$ cat config.mk
export PLATFORM = sky130hd
export DESIGN_NAME = wsgen_ctl
export DESIGN_NICKNAME = d
export VERILOG_FILES = /design/src/rtl/wsgen_ctl.sv
export SDC_FILE = /design/constraint.sdc
export NUM_CORES = 1
export LEC_CHECK = 0
export CAP_MARGIN = 30
export CORE_MARGIN = 4
export CORE_UTILIZATION = 45
export DETAILED_ROUTE_END_ITERATION = 7
export PLACE_DENSITY = 0.68
export SYNTH_ARGS = -nofsm -noshare
export SYNTH_HDL_FRONTEND = slang
export SYNTH_SLANG_ARGS = --single-unit
$ cat constraint.sdc
create_clock -name cph2 -period 4.35 [get_ports cph2]
set_input_delay 0.6525 -clock cph2 [delete_from_list [all_inputs] [get_ports cph2]]
set_output_delay 0.6525 -clock cph2 [all_outputs]
set_load 0.01 [all_outputs]
$ cat src/rtl/wsgen_ctl.sv
// Word-cycle sequencer for the A&R chip: 56 bit-time word timing, serial instruction
// framing on is/sync, ws digit-field select, pointer register (WSGEN_POINTER_EN) and carry latch.
module wsgen_ctl (
  input  logic       cph2,
  input  logic       rst,
  input  logic [9:0] instr,
  input  logic       instr_valid,
  output logic       instr_ready,
  input  logic       carry,
  output logic       sync,
  output logic       is,
  output logic       ws,
  output logic       word_start,
  output logic [3:0] ptr,
  output logic       cond
);

  typedef enum logic [1:0] {
    TYPE_0     = 2'b00,
    TYPE_PTR   = 2'b01,
    TYPE_ARITH = 2'b10,
    TYPE_3     = 2'b11
  } itype_e;

  typedef enum logic [2:0] {
    FLD_P  = 3'b000,
    FLD_M  = 3'b001,
    FLD_X  = 3'b010,
    FLD_W  = 3'b011,
    FLD_WP = 3'b100,
    FLD_MS = 3'b101,
    FLD_XS = 3'b110,
    FLD_S  = 3'b111
  } field_e;

  typedef enum logic [1:0] {
    POP_SET = 2'b00,
    POP_INC = 2'b01,
    POP_DEC = 2'b10,
    POP_NOP = 2'b11
  } ptr_op_e;

  localparam logic [5:0] LAST_CNT  = 6'd55;
  localparam logic [5:0] FETCH_CNT = 6'd44;
  localparam logic [5:0] WIN_FIRST = 6'd45;
  localparam logic [5:0] WIN_LAST  = 6'd54;
  localparam logic [3:0] MAX_DIGIT = 4'd13;
  localparam logic [9:0] NOP       = 10'h000;

  logic [5:0] cnt, cnt_nxt;
  logic [9:0] f_reg, f_nxt;
  // Only type and field of the executing instruction are needed during its word.
  logic [4:0] x_reg, x_nxt;
  logic [3:0] p_reg, p_nxt;
  logic       in_win;
  logic [3:0] bit_idx;
  logic [3:0] digit;
  logic [3:0] lo, hi;
  logic       ws_nxt;

  always_comb begin
    cnt_nxt = (cnt == LAST_CNT) ? '0 : cnt + 6'd1;

    f_nxt = f_reg;
    if (cnt == FETCH_CNT)
      f_nxt = instr_valid ? instr : NOP;

    x_nxt = x_reg;
    if (cnt == LAST_CNT)
      x_nxt = f_reg[4:0];
  end

  always_comb begin
`ifdef WSGEN_POINTER_EN
    p_nxt = p_reg;
    if (cnt == LAST_CNT && itype_e'(f_reg[1:0]) == TYPE_PTR) begin
      unique case (ptr_op_e'(f_reg[3:2]))
        POP_SET: p_nxt = (f_reg[9:6] > MAX_DIGIT) ? MAX_DIGIT : f_reg[9:6];
        POP_INC: p_nxt = (p_reg == MAX_DIGIT) ? '0 : p_reg + 4'd1;
        POP_DEC: p_nxt = (p_reg == '0) ? MAX_DIGIT : p_reg - 4'd1;
        POP_NOP: p_nxt = p_reg;
      endcase
    end
`else
    p_nxt = '0;
`endif
  end

  // Outputs are registered from next-count values so that at count k they reflect count k;
  // ws therefore decodes the instruction and pointer that take effect at this same edge.
  always_comb begin
    in_win  = (cnt_nxt >= WIN_FIRST) && (cnt_nxt <= WIN_LAST);
    bit_idx = 4'(cnt_nxt - WIN_FIRST);
    digit   = cnt_nxt[5:2];
    lo      = '0;
    hi      = '0;
    unique case (field_e'(x_nxt[4:2]))
      FLD_P:  begin lo = p_nxt; hi = p_nxt;     end
      FLD_M:  begin lo = 4'd3;  hi = 4'd12;     end
      FLD_X:  begin lo = 4'd0;  hi = 4'd2;      end
      FLD_W:  begin lo = 4'd0;  hi = MAX_DIGIT; end
      FLD_WP: begin lo = 4'd0;  hi = p_nxt;     end
      FLD_MS: begin lo = 4'd3;  hi = MAX_DIGIT; end
      FLD_XS: begin lo = 4'd2;  hi = 4'd2;      end
      FLD_S:  begin lo = MAX_DIGIT; hi = MAX_DIGIT; end
    endcase
    ws_nxt = (itype_e'(x_nxt[1:0]) == TYPE_ARITH) && (digit >= lo) && (digit <= hi);
  end

  always_ff @(posedge cph2) begin
    if (rst) begin
      cnt         <= '0;
      f_reg       <= NOP;
      x_reg       <= '0;
      p_reg       <= '0;
      cond        <= 1'b0;
      sync        <= 1'b0;
      is          <= 1'b0;
      ws          <= 1'b0;
      instr_ready <= 1'b0;
      word_start  <= 1'b1;
    end else begin
      cnt         <= cnt_nxt;
      f_reg       <= f_nxt;
      x_reg       <= x_nxt;
      p_reg       <= p_nxt;
      if (cnt == LAST_CNT)
        cond <= carry;
      sync        <= in_win;
      is          <= in_win & f_nxt[bit_idx];
      ws          <= ws_nxt;
      instr_ready <= (cnt_nxt == FETCH_CNT);
      word_start  <= (cnt_nxt == '0);
    end
  end

  assign ptr = p_reg;

endmodule

* After elaboration in Yosys (flattened, before gate mapping) *
Memories as Yosys holds them, arrays and structs flattened.
Cells that the tools add are included.

operators by class
  bitwise logic cells = 1
  reductions and logical operators = 4
  muxes and demuxes = 6
  order comparisons = 5
  shift operators = 0
  $mul = 0
  $add $sub $neg = 2
  eq/ne operators = 4
  div/mod/pow operators = 0

operator list
  operator                                               number
  2-to-1 mux 10 bit                                      2
  equality test 6 bit, second input constant             3
  adder 6 x 1 -> 6 bit, second input constant            1
  >= comparator 6 bit, second input constant             1
  less-or-equal comparator 6 bit, second input constant  1
  zero test 6 bit                                        1
  2-to-1 mux 6 bit                                       1
  < comparator 4 x 5 -> 1 bit, second input constant     1
  2-to-1 mux 5 bit                                       1
  binary-select mux 1 bit (select 4 bit)                 1
  >= comparator 4 bit                                    1
  less-or-equal comparator 4 bit                         1
  subtractor 4 bit, second input constant                1
  logical AND 1 bit                                      3
  equality test 2 bit, second input constant             1
  AND 1 bit                                              1
  2-to-1 mux 1 bit                                       1

word-level totals
  bits in latches = 0
  flip-flop bits (word level) = 27
  word-level logic and storage cells = 32
  bits in read-only memories = 64
  output and inout port bits = 10
  input port bits = 14
  memories = 1
  RAM bits = 0

memories
  memory            depth  width  rd ports  clocked after memory_dff  write ports  RTL line  source
  (name not given)  8      8      1         0                         0            97        unique case (field_e'(x_nxt[4:2]))

* Longest topological paths before layout *
  depth after elaboration = 6
  gate-level depth with buffers = 14
  gate-level depth less buffers = 14

* Worst setup path after synthesis *
No wires, ideal clock.

  path type = register to register
  from = register cnt[0]
  to = register ws
  library setup time = 0.119 ns
  clock period less this slack = 2.964 ns
  cell stages (with the launch flop) = 13
  data arrival time = 2.845 ns
  path slack = 1.386 ns
  buffers on the path = 0
  required time = 4.231 ns
  cells stage by stage = dfxtp_1 ha_1 nand4_2 nor2_4 mux2_2 ha_1 mux2_2 ha_1 nand2b_1 a21o_1 a21o_1 a21oi_1 nor3_1

on the way
  elaborated cells between the ends (all ways) = 10
  those cells by class = add/sub (1); order compare (2); eq/ne (2); mux (2); reduce/logical (2); memory (1)

RTL lines
  item                            RTL line  source
  start, declared                 50        logic [5:0] cnt, cnt_nxt;
  start signal, assigned          123       cnt <= cnt_nxt;
  equality test 6 bit             69        if (cnt == LAST_CNT)
  2-to-1 mux 5 bit                69
  memory read (8 x 8 bit)         -
  named net hi[2]                 58        logic [3:0] lo, hi;
  less-or-equal comparator 4 bit  107       ws_nxt = (itype_e'(x_nxt[1:0]) == TYPE_ARITH) && (digit >= lo) && (digit <= hi);
  logical AND 1 bit               107
  end signal, assigned            131       ws <= ws_nxt;
  end, declared                   12        output logic ws,

The timed path passes the listed nets, and every way through them passes these cells.
A chain may end at the register's enable or synchronous reset.

* Worst setup path in the final report *
  from = register cnt[2]
  to = register ws

The elaborated chain is that of the path after synthesis.

==> results.yml <==
outcome:
  status: "complete, no violations"
sta:
  final_max_slew_viol_count: 0
  rsz0062_at_grt: "false"
  period_needed_ps: 3260
  finalHoldViolCount: 0
  tightest_slew_ps: 821
  fmax_mhz: 307
  clock_skew_ps: 1.96
  worst_hold_slack_ps: 457
  fin_setup_tns_ps: 0
  min_period_over_period: 0.749
  max_slew_margin: 0.451
  finalSetupViolCount: 0
  worst_slack_ps: 1090
grt:
  grt_pass1_wl_um: 6020
  use_met2: 0.292
  top_usage_layer: "met2"
  grt_pass1_vias: 1355
  met3_usage: 0.0328
  gr-usage-all-layers: 0.170
  use_met1: 0.216
  grt-ovfl-total: 0
  grt_max_degree: 24
  antenna_found_initial: 0
cts:
  root_buffer: "clkbuf_8"
  hold_buffers: 0
  post_cts_buffers: 0
  cts_made_buffers: 3
  cts_tree: "yes"
  insertion_delay_ps: 270
  cts_resized: 0
  clk_pin_slew_ps: 90
  h-tree-depth: 1
  clock_path_buffers: 2
  cts.sinks: 27
critical_path:
  reg2reg_depth: 11
  cp-end-kind: "flip-flop"
  r2r_start: "cnt[2]"
  cpLargestDelayFamily: "simple AND/OR/NAND/NOR gates"
  critPathLaunch: "cnt[2]"
  cp.arrival_ps: 3420
  critical_path.cell_chain: "nand4_2 -> nor2_4 -> mux2_2 -> ha_1 -> mux2_2 -> ha_1 -> nand2b_1 -> a21o_1 -> a21o_1 -> a21oi_1 -> nor3_1"
  reg2reg_setup_slack_ps: 1090
  required_ps: 4510
  cp_slowest_stage_delay_ps: 730
  start_kind: "flip-flop"
  crit_slowest_cell: "dfxtp_1"
  r2r_end: "ws"
  path_max_fanout: 17
  worstPathBufferInverterCount: 0
  critPathKind: "reg -> reg"
final_layout:
  area_growth_syn_to_layout_pct: 13.5
  n_fill_cell: 325
  largest_reg_flops: 10
  layout.nets: 232
  layout-drive-gt1-share: 0.0891
  multiInputGateArea_sq_um: 981
  seq_area_sq_um: 541
  n_antenna_cell: 0
detailed_routing:
  drt_iter0_markers: 79
  drc_errors: 0
  routedWlPerCell_um: 14.3
  num_vias: 1351
  dr.pass1.iters: 4
  viasPerCell: 5.45
  routed_wl_um: 3540
  antenna_left: 0
synth:
  synthCells: 189
  syn_area_sq_um: 1640
  ys_ff_latch: 27
  synthDistinctLibCells: 48
  synth_xor_area_frac: 0.00991
  synth_seq_area_share: 0.329
  synth_ff_type: "dfxtp_1"
  synthTopCellsByArea: "dfxtp_1, ha_1, mux2i_1"
  syn_area_per_cell_sq_um: 8.69
  ys_async_sr_fraction: 0
  synth_top_family_by_area: "simple AND/OR/NAND/NOR gates"
  yosysTopAreaCell: "dfxtp_1"
  synth_edf_count: 0
  synth_fa_ha_area_frac: 0.114
  muxShareOfSynthArea: 0.0694
  synthSimpleGateAreaFrac: 0.216
  netlist.area_leader.share: 0.329
  yosysWarnings: 0
  synth_compound_area_frac: 0.179
power_and_ir_drop:
  power_frac_seq: 0.559
  comb_power_share: 0.132
  p_sw_frac: 0.250
  p_per_area_nw_per_um2: 246
  p_int_mw: 0.343
  p_total_mw: 0.458
  netSwitchingPower_mw: 0.115
  cellLeakagePower_nw: 0.716
  pwr-share-clk: 0.310
  ir_drop_uv: 216
die:
  ios: 24
  die-area_sq_um: 4680
  start_util: 0.477
  dieHeight_um: 68.4
  fp.dieW_um: 68.4
  coreArea_sq_um: 3440
  rows: 21
placed_design:
  io_buffers: 19
  place_ws_ps: 1110
  dp_hpwl_um: 2710
  gp_congestion: 0.857
hold_path:
  hold_depth: 2
  min_to: "f_reg[7]"
  min_path_type: "reg -> reg"
  hold_start: "f_reg[7]"
flow_run:
  cap_violations: 0
[cells by family (layout without fill, tap and decap cells)]
group,count (synthesis),count (layout)
flip-flops,27,27
other,1,4
XOR/XNOR,1,1
buffers and inverters,26,36
multiplexers,11,11
AND/OR/NAND/NOR,67,67
AO/OA/AOI/OAI,41,41
adder cells (fa/ha/maj),15,15
[Yosys cell counts (2+ instances only)]
master / n
dfxtp_1: 27
nor2_1: 19
ha_1: 15
nand2_1: 14
inv_1: 12
a21oi_1: 11
mux2i_1: 8
nand3_1: 6
nand2b_1: 5
nand4_1: 5
o21ai_0: 5
a21boi_0: 4
a31oi_1: 4
buf_4: 4
nor3_1: 4
buf_2: 3
clkbuf_1: 3
mux2_2: 3
nor3b_1: 3
a21o_1: 2
buf_6: 2
nor2b_1: 2
nor4b_1: 2
o21a_1: 2
[power groups by stage]
stage	clock network (mW)	registers (mW)	logic [mW]
CTS	0.144	0.256	0.0600
global placement	0	0.261	0.0588
finish	0.142	0.256	0.0602
global route	0.153	0.257	0.0662
detailed placement	0	0.262	0.0596
floorplan	0	0.258	0.0444
[worst register-to-register path, delay by kind of cell (launching register included)]
kind / cells / cell delay (ps)
compound gates: 3 / 460
fa+ha+maj: 2 / 490
flops: 1 / 730
mux: 2 / 690
simple gates: 4 / 770
[cell type report]
class / count / share of cell area
clock buffer: 4 / 0.0242
inverter: 13 / 0.0262
multi-input combinational: 139 / 0.527
sequential: 27 / 0.290
tap: 46 / 0.0309
timing repair buffer: 19 / 0.102
[stage by stage]
| step | cell area (sq um) | std cells | util |
|---|---|---|---|
| 2_1_floorplan | 1650 | 192 | - |
| 4_1_cts | 1860 | 248 | 0.541 |
| 5_1_grt | 1860 | 248 | 0.541 |
| 3_5_place_dp | 1820 | 244 | 0.528 |
| 6_report | 1860 | 248 | 0.541 |
| 3_3_place_gp | 1820 | 244 | 0.528 |
[cells in the final DEF (no fill, tap or decap), drive strengths merged, types with 2 or more instances in the layout]
| cell | netlist | routed |
|---|---|---|
| and2 | 2 | 2 |
| ha | 15 | 15 |
| a31oi | 5 | 5 |
| nand2 | 14 | 14 |
| nand3 | 6 | 6 |
| mux2i | 8 | 8 |
| conb | 1 | 4 |
| a21boi | 5 | 5 |
| inv | 13 | 13 |
| o21a | 2 | 2 |
| o21ai | 6 | 6 |
| nor3b | 3 | 3 |
| a22oi | 2 | 2 |
| a21oi | 11 | 11 |
| a21o | 2 | 2 |
| dfxtp | 27 | 27 |
| nor2 | 20 | 20 |
| clkbuf | 3 | 4 |
| clkdlybuf4s50 | 0 | 19 |
| nand4 | 6 | 6 |
| nor4b | 2 | 2 |
| mux2 | 3 | 3 |
| nor3 | 4 | 4 |
| nor2b | 2 | 2 |
| nand2b | 5 | 5 |
[per-layer routing]
metal  vias up  part of all wire
met5         -                 0
met4         0            0.0073
met3         2             0.034
met2        26              0.49
met1       640              0.47
li1        683                 -
[how the worst max path moves through the flow]
stage / endpoint / slack [ps] / cells past startpoint
final: ws / 1090 / 11
after global routing: ws / 890 / 11
after CTS: ws / 1100 / 12
after detailed placement: ws / 1110 / 12
after global placement: ws / 1240 / 12
after floorplan: ws / 1390 / 12
Power figures use the tool's default switching activity.
